`src/rtl/riscv_pkg.sv`:
```
// Shared types for the RV32I fetch stage: FSM states, the IF/ID payload and the NOP bubble.
package riscv_pkg;

  localparam logic [31:0] NOP_INSTR = 32'h0000_0013;

  typedef enum logic [1:0] {
    REQ,
    WAIT,
    HOLD
  } fetch_state_t;

  typedef struct packed {
    logic [31:0] instr;
    logic [31:0] pc;
    logic [31:0] pc4;
    logic        valid;
  } ifid_t;

  function automatic ifid_t ifid_bubble();
    ifid_t b;
    b.instr = NOP_INSTR;
    b.pc    = 32'h0;
    b.pc4   = 32'h0;
    b.valid = 1'b0;
    return b;
  endfunction

endpackage

```
`src/rtl/fetch_ifid_reg.sv`:
```
// IF/ID pipeline register: stall holds, flush or no new instruction loads a NOP bubble.
// FETCH_PERF_EN adds a wrapping counter of bubble loads.
module fetch_ifid_reg
  import riscv_pkg::*;
(
  input  logic        clk,
  input  logic        reset,
  input  logic        stall,
  input  logic        flush,
  input  logic        load_valid,
  input  ifid_t       load_data,
  output ifid_t       ifid
`ifdef FETCH_PERF_EN
  ,output logic [31:0] perf_bubble_cnt
`endif
);

  ifid_t ifid_q, ifid_d;
  logic  bubble_load;

  always_comb begin
    ifid_d      = ifid_q;
    bubble_load = 1'b0;
    if (stall) begin
      ifid_d = ifid_q;
    end else if (flush || !load_valid) begin
      ifid_d      = ifid_bubble();
      bubble_load = 1'b1;
    end else begin
      ifid_d = load_data;
    end
  end

  always_ff @(posedge clk or posedge reset) begin
    if (reset) begin
      ifid_q <= ifid_bubble();
    end else begin
      ifid_q <= ifid_d;
    end
  end

  assign ifid = ifid_q;

`ifdef FETCH_PERF_EN
  logic [31:0] perf_q, perf_d;

  always_comb begin
    perf_d = perf_q;
    if (bubble_load) begin
      perf_d = perf_q + 32'd1;
    end
  end

  always_ff @(posedge clk or posedge reset) begin
    if (reset) begin
      perf_q <= 32'h0;
    end else begin
      perf_q <= perf_d;
    end
  end

  assign perf_bubble_cnt = perf_q;
`else
  logic unused_bubble;
  assign unused_bubble = bubble_load;
`endif

endmodule

```
`src/rtl/pipe_fetch.sv`:
```
// Instruction fetch stage: PC, one-outstanding-request IMEM FSM and the IF/ID register.
// Optional bubble counter port enabled by FETCH_PERF_EN.
module pipe_fetch
  import riscv_pkg::*;
#(
  parameter logic [31:0] RESET_PC = 32'h0000_0000
) (
  input  logic        clk,
  input  logic        reset,
  input  logic        stall,
  input  logic        flush,
  input  logic        redirect_E,
  input  logic [31:0] redirect_pc_E,
  output logic        imem_req,
  output logic [31:0] imem_addr,
  input  logic        imem_rvalid,
  input  logic [31:0] imem_rdata,
  output logic [31:0] instr_D,
  output logic [31:0] PC_D,
  output logic [31:0] PC4_D,
  output logic        valid_D
`ifdef FETCH_PERF_EN
  ,output logic [31:0] perf_bubble_cnt
`endif
);

  fetch_state_t state_q, state_d;
  logic [31:0]  pc_q, pc_d;
  logic         kill_q, kill_d;
  logic [31:0]  buf_instr_q, buf_instr_d;

  logic [31:0]  pc_plus4;
  logic [31:0]  redirect_target;
  logic         new_valid;
  logic [31:0]  new_instr;
  ifid_t        load_data;
  ifid_t        ifid;

  assign pc_plus4        = pc_q + 32'd4;
  assign redirect_target = redirect_pc_E & 32'hFFFF_FFFC;

  always_comb begin
    state_d     = state_q;
    pc_d        = pc_q;
    kill_d      = kill_q;
    buf_instr_d = buf_instr_q;
    new_valid   = 1'b0;
    new_instr   = imem_rdata;
    case (state_q)
      REQ: begin
        if (redirect_E) begin
          pc_d = redirect_target;
        end else begin
          state_d = WAIT;
          kill_d  = 1'b0;
        end
      end
      WAIT: begin
        if (redirect_E) begin
          pc_d   = redirect_target;
          kill_d = 1'b1;
        end
        if (imem_rvalid) begin
          // A response is stale if a redirect arrived earlier or in this very cycle
          if (kill_q || redirect_E) begin
            state_d = REQ;
          end else if (!stall) begin
            new_valid = 1'b1;
            new_instr = imem_rdata;
            pc_d      = pc_plus4;
            state_d   = REQ;
          end else begin
            buf_instr_d = imem_rdata;
            state_d     = HOLD;
          end
        end
      end
      HOLD: begin
        if (redirect_E) begin
          pc_d    = redirect_target;
          state_d = REQ;
        end else if (!stall) begin
          new_valid = 1'b1;
          new_instr = buf_instr_q;
          pc_d      = pc_plus4;
          state_d   = REQ;
        end
      end
      default: state_d = REQ;
    endcase
  end

  always_ff @(posedge clk or posedge reset) begin
    if (reset) begin
      state_q     <= REQ;
      pc_q        <= RESET_PC;
      kill_q      <= 1'b0;
      buf_instr_q <= NOP_INSTR;
    end else begin
      state_q     <= state_d;
      pc_q        <= pc_d;
      kill_q      <= kill_d;
      buf_instr_q <= buf_instr_d;
    end
  end

  assign imem_req  = (state_q == REQ) && !redirect_E && !reset;
  assign imem_addr = pc_q;

  always_comb begin
    load_data.instr = new_instr;
    load_data.pc    = pc_q;
    load_data.pc4   = pc_plus4;
    load_data.valid = 1'b1;
  end

  fetch_ifid_reg u_ifid (
    .clk             (clk),
    .reset           (reset),
    .stall           (stall),
    .flush           (flush),
    .load_valid      (new_valid),
    .load_data       (load_data),
    .ifid            (ifid)
`ifdef FETCH_PERF_EN
    ,.perf_bubble_cnt(perf_bubble_cnt)
`endif
  );

  assign instr_D = ifid.instr;
  assign PC_D    = ifid.pc;
  assign PC4_D   = ifid.pc4;
  assign valid_D = ifid.valid;

endmodule

```
`config.mk`:
```
export PLATFORM = sky130hd
export DESIGN_NAME = pipe_fetch
export DESIGN_NICKNAME = d
export VERILOG_FILES = /design/src/rtl/riscv_pkg.sv /design/src/rtl/fetch_ifid_reg.sv /design/src/rtl/pipe_fetch.sv
export SDC_FILE = /design/constraint.sdc
export NUM_CORES = 1
export LEC_CHECK = 0
export ABC_AREA = 1
export BUFFER_PORTS_ARGS = -buffer_cell sky130_fd_sc_hd__buf_2
export CORE_MARGIN = 1.5
export CORE_UTILIZATION = 51
export DETAILED_ROUTE_END_ITERATION = 6
export PLACE_DENSITY = 0.76
export SYNTH_ARGS = -nofsm -noshare
export SYNTH_HDL_FRONTEND = slang
export SYNTH_SLANG_ARGS = --single-unit
```
`constraint.sdc`:
```
create_clock -name clk -period 12.8 [get_ports clk]
set_input_delay 0.64 -clock clk [delete_from_list [all_inputs] [get_ports clk]]
set_output_delay 0.64 -clock clk [all_outputs]
set_load 0.05 [all_outputs]
```
; ---- Word level (Yosys, flattened, before mapping)
; Index checks and enable logic that the tools add are counted.
[word_totals]
input_bits = 70
out_inout_bits = 130
word_cells = 55
reg_bits = 164
[classes]
n_bitwise = 1
n_reduce_logical = 14
eq_ne = 6
n_mux = 25
add_sub_neg = 1
[op_table]
columns = op, n
row1 = $mux 32, 8
row2 = $mux 97, 1
row3 = $pmux 32 s3, 1
row4 = $add 32x3->32 const B, 1
row5 = $mux 2, 6
row6 = $mux 1, 6
row7 = $ne 2x2->1 const B, 3
row8 = $pmux 2 s3, 1
row9 = $reduce_and 3->1, 2
row10 = $pmux 1 s2, 2
row11 = $reduce_and 4->1, 1
row12 = $logic_not 1->1, 3
row13 = $ne 3x3->1 const B, 1
row14 = $reduce_bool 3->1, 1
row15 = $eq 2x1->1 const B, 1
row16 = $eq 2x2->1 const B, 1
row17 = $logic_and 1x1->1, 2
row18 = $logic_not 2->1, 1
row19 = $logic_or 1x1->1, 2
row20 = $reduce_and 2->1, 1
row21 = $reduce_bool 2->1, 1
row22 = $not 1->1, 1

; ---- Logic depth before layout (Yosys ltp)
; Gate-level depths: netlist (run 1).
[depth]
word_depth = 7
depth_mapped = 15
ltp_nobuf = 13

; ---- Cells and area by module
; A second synthesis (run 1) with hierarchy kept.
[unflattened]
hier_cells = 1494
area_unflattened_um2 = 9820.7
[by_module_without_submodules]
columns = module, instances, cells_each, seq_area_each_um2, area_per_inst_um2
row1 = pipe_fetch, 1, 883, 1680.4, 5395.2
row2 = fetch_ifid_reg, 1, 611, 2431.1, 4425.5

; ---- Least setup slack after synthesis (run 1)
; OpenSTA, ideal clock, no wires.
[synth_path]
kind = input to output
start = input port redirect_E
end = output port imem_req
t_required_ns = 12.160
slack_ns = 10.098
arrival_ns = 2.062
path_buffers = 3
cell_stages = 6
path_cell_list = buf_6 -> clkinv_1 -> buf_2 -> clkbuf_1 -> nand2_1 -> nor2_1
[synth_between]
elab_chain_len = 3
[synth_lines]
columns = item, line
row1 = "start, declared", pipe_fetch.sv:12  ; input logic redirect_E,
row2 = $logic_not 1->1, pipe_fetch.sv:107  ; assign imem_req = (state_q == REQ) && !redirect_E && !reset;
row3 = $logic_and 1x1->1 (2 in a row), pipe_fetch.sv:107
row4 = "end, declared", pipe_fetch.sv:14  ; output logic imem_req,
; Every way passes these cells.

; ---- Final worst setup path (run 1)
[layout_path]
start = register state_q[0]
end = register pc_q[17] (netlist: imem_addr[17])
[layout_between]
elab_chain_len = 3
word_cells_on_any_way = 7
cone_classes = eq/ne (3) / mux (1) / reduce/logical (3)
[layout_lines]
columns = item, line
row1 = "start, declared", pipe_fetch.sv:27  ; fetch_state_t state_q, state_d;
row2 = "start signal, assigned", pipe_fetch.sv:100  ; state_q <= state_d;
row3 = "$eq 2x2->1, or another cell as far along", pipe_fetch.sv:49  ; case (state_q)
row4 = $ne 3x3->1 (no line) or $reduce_bool 3->1 (tied branches), --
row5 = $reduce_and 2->1 (no line), --
row6 = "end signal, assigned", pipe_fetch.sv:101  ; pc_q <= pc_d;
row7 = "end, declared", pipe_fetch.sv:28  ; logic [31:0] pc_q, pc_d;
; Several ways; a longest one is shown, not always the timed one.
; A chain may end at the register's enable or synchronous reset.

==> qor.csv, run 1 <==
stage,metric,value,unit
power_and_ir_drop,PwrDens,208.0,mW/mm^2
synth,ys async rst share,100.0,%
drt,drt first pass iters,5,
synth,syn avg cell area,8.555,um^2
synth,syn nets,1085,
layout,Syn-to-layout area delta,18.95,%
synth,Most used DFF post-synth,dfrtp_1,
timing,Tightest Pin Transition,1.130,ns
drt,Iter 0 DRT Violations,576,
run,Max Cap Violations,0,
clocking,Skew-Pair Late Insertion Delay,0.43,ns
clocking,total clock sinks,162,
grt,Total Routing Usage GR,26.79,%
clocking,Longest Clk Path Bufs,2,
synth,Yosys cell types,40,
clocking,CTS Buf Count,17,
floorplan,CORE AREA,0.01658,mm^2
status,status,completed,
worst_setup_path,WS Path Type,reg -> reg,
clocking,H-tree depth,4,
grt,largest net degree at the start of global routing,108,
drt,Detailed Route WL,23500,um
floorplan,Die X-Extent,133.2,um
clocking,hold buffers post-CTS,0,
synth,"Seq/Total Area, Yosys",47.00,%
floorplan,DIE HEIGHT,133.2,um
timing,Max-slew headroom,24.59,%
floorplan,row cnt,47,
worst_hold_path,Hold WC Path Type,in -> async,
layout,"Design Area, Final",0.01028,mm^2
timing,final worst path period share,36.61,%
layout,"commonest non-fill, non-tap cell in the layout",nand2_1,
grt,global-route wire length before repair,37470,um
floorplan,IO Count,200,
clocking,cells resized by post-CTS repair,0,
floorplan,die area,0.01773,mm^2
layout,# fillers,1430,
timing,# setup viols final,0,
drt,Antenna Nets Post-Route,0,
worst_setup_path,startpoint types,flop,
synth,Yosys warnings,0,
worst_setup_path,CP Data Arrival Time,5.04,ns
drt,vias per cell,5.452,
timing,Worst Skew,0.007050,ns
timing,Max Transition Viols Final,0,
place,routability cong.,0.9319,
clocking,CTS tree,done,
clocking,"Reg clk slew, reported paths",0.06,ns
power_and_ir_drop,Max IR drop VDD,0.0001094,V
power_and_ir_drop,Leakage,5.238,nW
timing,Setup TNS,0,ns
synth,"EDFF count, synth",0,
clocking,Root Buffer,clkbuf_16,
timing,FMAX,213.4,MHz
timing,min Tclk post-route,4.686,ns
worst_setup_path,crit path max fanout,37,
place,IO buf count,197,
layout,most frequent cells in the layout,"nand2_1, buf_2, dfrtp_1, nor2_1, o21ai_0",
drt,Routed WL per cell,16.65,um
drt,Residual DRC,0,
clocking,post-CTS setup buffer count,0,
timing,Final Hold Viols,0,
grt,initial antenna violation count,2,
timing,unrepaired setup endpoints after global routing,false,
synth,Synth Instances,1010,
synth,Seq cells post-synth,162,
place,hpwl dp,15960,um
layout,number of inserted diodes,0,
worst_setup_path,Worst Setup End Kind,flop,
worst_setup_path,FF-to-FF Start,state_q[0],
grt,vias in the first global route,7403,
worst_setup_path,Worst Setup SP,state_q[0],
floorplan,Starting Density,52.11,%
worst_setup_path,worst path required time,13.15,ns
grt,global route overflow,0,
place,placed inst area,0.009667,mm^2
layout,fraction of layout cells with a size suffix above 1,26.78,%
synth,Post-Syn Area,0.008641,mm^2
drt,via count,7693,
layout,Post-layout nets,1253,
[metrics by stage]
stage / cells / worst slack [ns] / utilization, % / hold WS (ns) / total power, mW
5_1_grt: 1411 / 7.700 / 61.98 / 0.4577 / 2.250
4_1_cts: 1411 / 8.163 / 61.98 / 0.4414 / 2.139
2_1_floorplan: 1010 / 7.793 / - / 0.4698 / 1.381
6_report: 1411 / 8.114 / 61.98 / 0.4459 / 2.137
3_5_place_dp: 1379 / 8.150 / 58.29 / 0.4676 / 1.603
3_3_place_gp: 1379 / 8.239 / 58.29 / 0.4618 / 1.583
[synth_stat cells (3+ instances only)]
cell type / number / area share (%)
o211ai_1: 6 / 0.52
nand3_1: 47 / 2.7
a21oi_1: 44 / 2.5
nand4_1: 10 / 0.72
mux2_2: 29 / 3.8
dfstp_2: 6 / 1.8
a32oi_1: 9 / 0.91
nor2_1: 131 / 5.7
a22o_1: 6 / 0.61
or2_2: 3 / 0.22
xor2_1: 4 / 0.41
buf_6: 4 / 0.52
buf_2: 12 / 0.70
o21ai_0: 80 / 4.6
o21ai_1: 35 / 2.0
dfrtp_1: 156 / 45
nand2_1: 236 / 10
clkbuf_1: 31 / 1.3
buf_8: 3 / 0.52
nor2_2: 3 / 0.22
nor2_4: 3 / 0.39
o31ai_4: 29 / 7.1
ha_1: 5 / 0.72
inv_1: 78 / 3.4
nor3_1: 9 / 0.52
inv_2: 6 / 0.26
o22ai_1: 7 / 0.51
[final timing paths]
check	cells after the start	slack, ns	end
worst max-delay path	10	8.11	imem_addr[17]
max in group asynchronous	3	11.04	u_ifid.ifid[54]
min in group clk	3	0.45	buf_instr_q[0]
worst min-delay path	2	0.45	buf_instr_q[17]
worst max register to register	10	8.11	imem_addr[17]
worst min register to register	2	0.48	u_ifid.ifid[41]
[per-layer routing]
metal	GRT usage [%]	vias to the layer above	wire, um
met3	7.192	47	2120
met1	34.73	3590	9888
met2	42.71	369	10900
li1	-	3685	-
met4	11.35	2	580
met5	0	-	11
[power by group]
part | leakage (nW) | internal, mW | switching (mW)
Combinational | 2.79 | 0.233 | 0.638
Clock | 0.297 | 0.318 | 0.216
Sequential | 2.15 | 0.627 | 0.105
[sequential cells by signal (all words and copies together), names as in the netlist]
register,cells
u_ifid.ifid,95
buf_instr_q,32
imem_addr,32
state_q,2
kill_q,1
[cell families after synthesis]
family	after synthesis	synth area share (%)
multiplexers	29	3.779
buffers and inverters	138	6.994
flip-flops	162	47.00
AO/OA/AOI/OAI	222	19.42
XOR/XNOR	4	0.4054
AND/OR/NAND/NOR	450	21.68
adder cells (fa/ha/maj)	5	0.7240
[area by class of cell]
type                            count  area (um^2)  area share [%]
Multi-Input combinational cell    710         3980           38.72
Sequential cell                   162         4061           39.51
Clock inverter                     12        155.1           1.509
Clock buffer                       20        456.7           4.443
Inverter                           85        324.1           3.153
Tap cell                          220        275.3           2.678
Timing Repair Buffer              202         1026           9.982
[critical path, cell delays in order (launching register included)]
cell and delay [ns]:
dfrtp_1 0.41, inv_1 0.09, ha_1 0.65, inv_2 0.33, nor2_4 0.80, nand2_1 0.21
nand2_1 0.81, inv_1 0.82, o21ai_1 0.25, inv_1 0.07, a21oi_1 0.14
Note: power is estimated with default switching activity, not from simulation.
==> run 2, diff against run 1 <==
==> constraint.sdc (replaced) <==
create_clock -name clk -period 4.7 [get_ports clk]
set_input_delay 0.235 -clock clk [delete_from_list [all_inputs] [get_ports clk]]
set_output_delay 0.235 -clock clk [all_outputs]
set_load 0.05 [all_outputs]
==> run 2 against run 1 <==
Non-clock buffer count up 6. Register-to-register slack worse by 6.8 ns. Critical path depth grew 1. Cell area is essentially flat. Sequential power increased to 2.7 times the previous value. Die area unchanged. Hold slack lost 0.40 ns. Utilization down 0.053 points. Wire length increased by 0.29%. Critical endpoint is now u_ifid.ifid[40]. Highest routed layer unchanged.
==> qor.csv, run 2 (synthesis gave the netlist of run 1 again) <==
stage,metric,value,unit,change
status,status,completed,,
layout,Register Area,0.004061,mm^2,unchanged
layout,Largest register FFs,95,,unchanged
worst_setup_path,Worst Setup End Kind,flop,,
worst_setup_path,crit path max fanout,35,,-5.4%
timing,unrepaired setup endpoints after global routing,false,,
timing,Final Hold Viols,0,,unchanged
worst_setup_path,CP Data Arrival Time,3.68,ns,-1.36 ns
layout,Post-layout nets,1259,,+0.48%
place,Post-Place Cells,1384,,+0.36%
power_and_ir_drop,Final Total Pwr,5.706,mW,+170%
power_and_ir_drop,Max IR drop VDD,0.0002840,V,+160%
clocking,total clock sinks,162,,unchanged
timing,final worst path period share,72.35,%,+36 points
timing,FMAX,294.1,MHz,+38%
timing,post-route setup slack,1.299,ns,-6.814 ns
worst_setup_path,Worst R2R Setup Slack,1.30,ns,-6.81 ns
floorplan,row cnt,47,,unchanged
timing,min Tclk post-route,3.401,ns,-1.286 ns
layout,number of inserted diodes,0,,unchanged
place,routability cong.,0.9390,,+0.76%
layout,footprint of the multi-input gates,0.003980,mm^2,unchanged
grt,vias in the first global route,7393,,-0.14%
place,placed inst area,0.009704,mm^2,+0.39%
layout,Post-Layout Cell Count,1417,,+0.43%
worst_setup_path,CP Cell Sequence,inv_1 -> ha_1 -> inv_2 -> nor2_4 -> inv_2 -> nand2_4 -> nand2_4 -> inv_2 -> nand2_4 -> buf_4 -> o21ai_0,,
clocking,CTS tree,done,,
worst_setup_path,Top delay family on crit path,buffers and inverters,,
power_and_ir_drop,Power Internal,3.097,mW,+160%
layout,Syn-to-layout area delta,18.85,%,about the same
worst_hold_path,Hold WC Path Type,in -> reg,,
floorplan,Die X-Extent,133.2,um,unchanged
timing,Setup TNS,0,ns,unchanged
drt,Detailed Route WL,23560,um,+0.29%
grt,global route overflow,0,,unchanged
floorplan,IO Count,200,,unchanged
worst_setup_path,Slowest cell on crit path,buf_4,,
clocking,"Reg clk slew, reported paths",0.07,ns,about the same
worst_setup_path,worst path buffer plus inverter count,5,,+1
floorplan,Starting Density,52.11,%,unchanged
worst_setup_path,CP max stage delay,0.57,ns,-0.25 ns
layout,fraction of layout cells with a size suffix above 1,27.07,%,+0.28 points
clocking,CTS Buf Count,17,,unchanged
place,hpwl dp,16260,um,+1.9%
timing,Max-slew headroom,30.40,%,+5.8 points
floorplan,CORE AREA,0.01658,mm^2,unchanged
drt,vias per cell,5.426,,-0.49%
grt,Total Routing Usage GR,26.97,%,+0.18 points
drt,drt first pass iters,6,,+1
timing,Tightest Pin Transition,1.043,ns,-0.08713 ns
clocking,H-tree depth,4,,unchanged
layout,# fillers,1466,,+2.5%
power_and_ir_drop,Logic pwr share,42.0,%,+1.2 points
power_and_ir_drop,Leakage,5.239,nW,about the same
clocking,Root Buffer,clkbuf_16,,
drt,Antenna Nets Post-Route,0,,unchanged
power_and_ir_drop,Seq pwr share,34.9,%,+0.6 points
floorplan,DIE HEIGHT,133.2,um,unchanged
layout,"commonest non-fill, non-tap cell in the layout",nand2_1,,
timing,Max Transition Viols Final,0,,unchanged
worst_setup_path,worst path required time,4.98,ns,-8.17 ns
place,IO buf count,197,,unchanged
drt,Residual DRC,0,,unchanged
worst_setup_path,WS Path Type,reg -> reg,,
clocking,hold buffers post-CTS,1,,+1
layout,"Design Area, Final",0.01027,mm^2,about the same
power_and_ir_drop,PwrDens,555.6,mW/mm^2,+170%
place,"worst slack, placed",1.272,ns,-6.879 ns
drt,Iter 0 DRT Violations,637,,+11%
clocking,Longest Clk Path Bufs,2,,unchanged
grt,largest net degree at the start of global routing,96,,-11%
clocking,Skew-Pair Late Insertion Delay,0.43,ns,about the same
power_and_ir_drop,NetSw,2.608,mW,+170%
timing,Worst Skew,0.009144,ns,+0.002094 ns
timing,# setup viols final,0,,unchanged
run,Max Cap Violations,0,,unchanged
clocking,post-CTS setup buffer count,0,,unchanged
clocking,cells resized by post-CTS repair,0,,unchanged
drt,Routed WL per cell,16.63,um,-0.14%
floorplan,die area,0.01773,mm^2,unchanged
grt,initial antenna violation count,2,,unchanged
drt,via count,7688,,-0.065%
worst_setup_path,startpoint types,flop,,
layout,most frequent cells in the layout,"nand2_1, buf_2, dfrtp_1, nor2_1, o21ai_0",,
power_and_ir_drop,Clk pwr share,23.1,%,-1.9 points
power_and_ir_drop,sw frac,45.71,%,+0.85 points
grt,global-route wire length before repair,37540,um,+0.18%
[run 2: changes by cell type in the layout (fill, tap and decap cells not counted), sizes merged]
| cell | before | now |
|---|---|---|
| bufinv | 3 | 1 |
| dlygate4sd3 | 0 | 1 |
| clkinv | 6 | 9 |
| buf | 202 | 207 |
| inv | 86 | 85 |
| clkinvlp | 2 | 3 |
| clkbuf | 20 | 19 |
[run 2: worst paths after layout]
check                                      from               to  cells past startpoint
worst max-delay path                 state_q[0]  u_ifid.ifid[40]                     11
worst min-delay path             imem_rdata[17]  buf_instr_q[17]                      2
worst max register to register       state_q[0]  u_ifid.ifid[40]                     11
worst min register to register  u_ifid.ifid[43]  u_ifid.ifid[43]                      2
max in group asynchronous                 reset  u_ifid.ifid[84]                      4
min in group asynchronous                 reset  buf_instr_q[16]                      3
[run 2: power by group through the flow]
stage          registers (mW)  logic (mW)  clock network [mW]
2_1_floorplan            2.50        1.26                   0
3_3_place_gp             1.99        2.33                   0
3_5_place_dp             2.01        2.38                   0
4_1_cts                  1.99        2.39                1.34
5_1_grt                  2.03        2.61                1.40
6_report                 1.99        2.40                1.32
[run 2: worst register-to-register path, cell delays in order (launching register included)]
cell and delay (ns):
dfrtp_1 0.39, inv_1 0.08, ha_1 0.48, inv_2 0.39, nor2_4 0.07, inv_2 0.49, nand2_4 0.11, nand2_4 0.13
inv_2 0.08, nand2_4 0.29, buf_4 0.57, o21ai_0 0.19
[run 2: stage by stage]
step	hold WS, ns	util [%]
3_5_place_dp	0.4332	58.52
6_report	0.04695	61.93
3_3_place_gp	0.4247	58.52
5_1_grt	0.04384	61.93
2_1_floorplan	0.3670	-
4_1_cts	0.03076	61.93
[run 2: layout make-up]
class | count | share of cell area (%)
flip-flops and latches | 162 | 39.55
multi-input cells | 710 | 38.76
repair buffers | 208 | 10.45
clock buffers | 19 | 4.313
inverters | 85 | 3.155
well taps | 220 | 2.680
clock inverters | 13 | 1.096
[run 2: layer usage]
layer / vias to the layer above / global-route usage [%] / part of all wire, %
met4: 2 / 9.903 / 2.4
met3: 52 / 7.877 / 9.5
met2: 355 / 43.49 / 47
met5: - / 0 / 0.042
li1: 3695 / - / -
met1: 3584 / 34.73 / 41
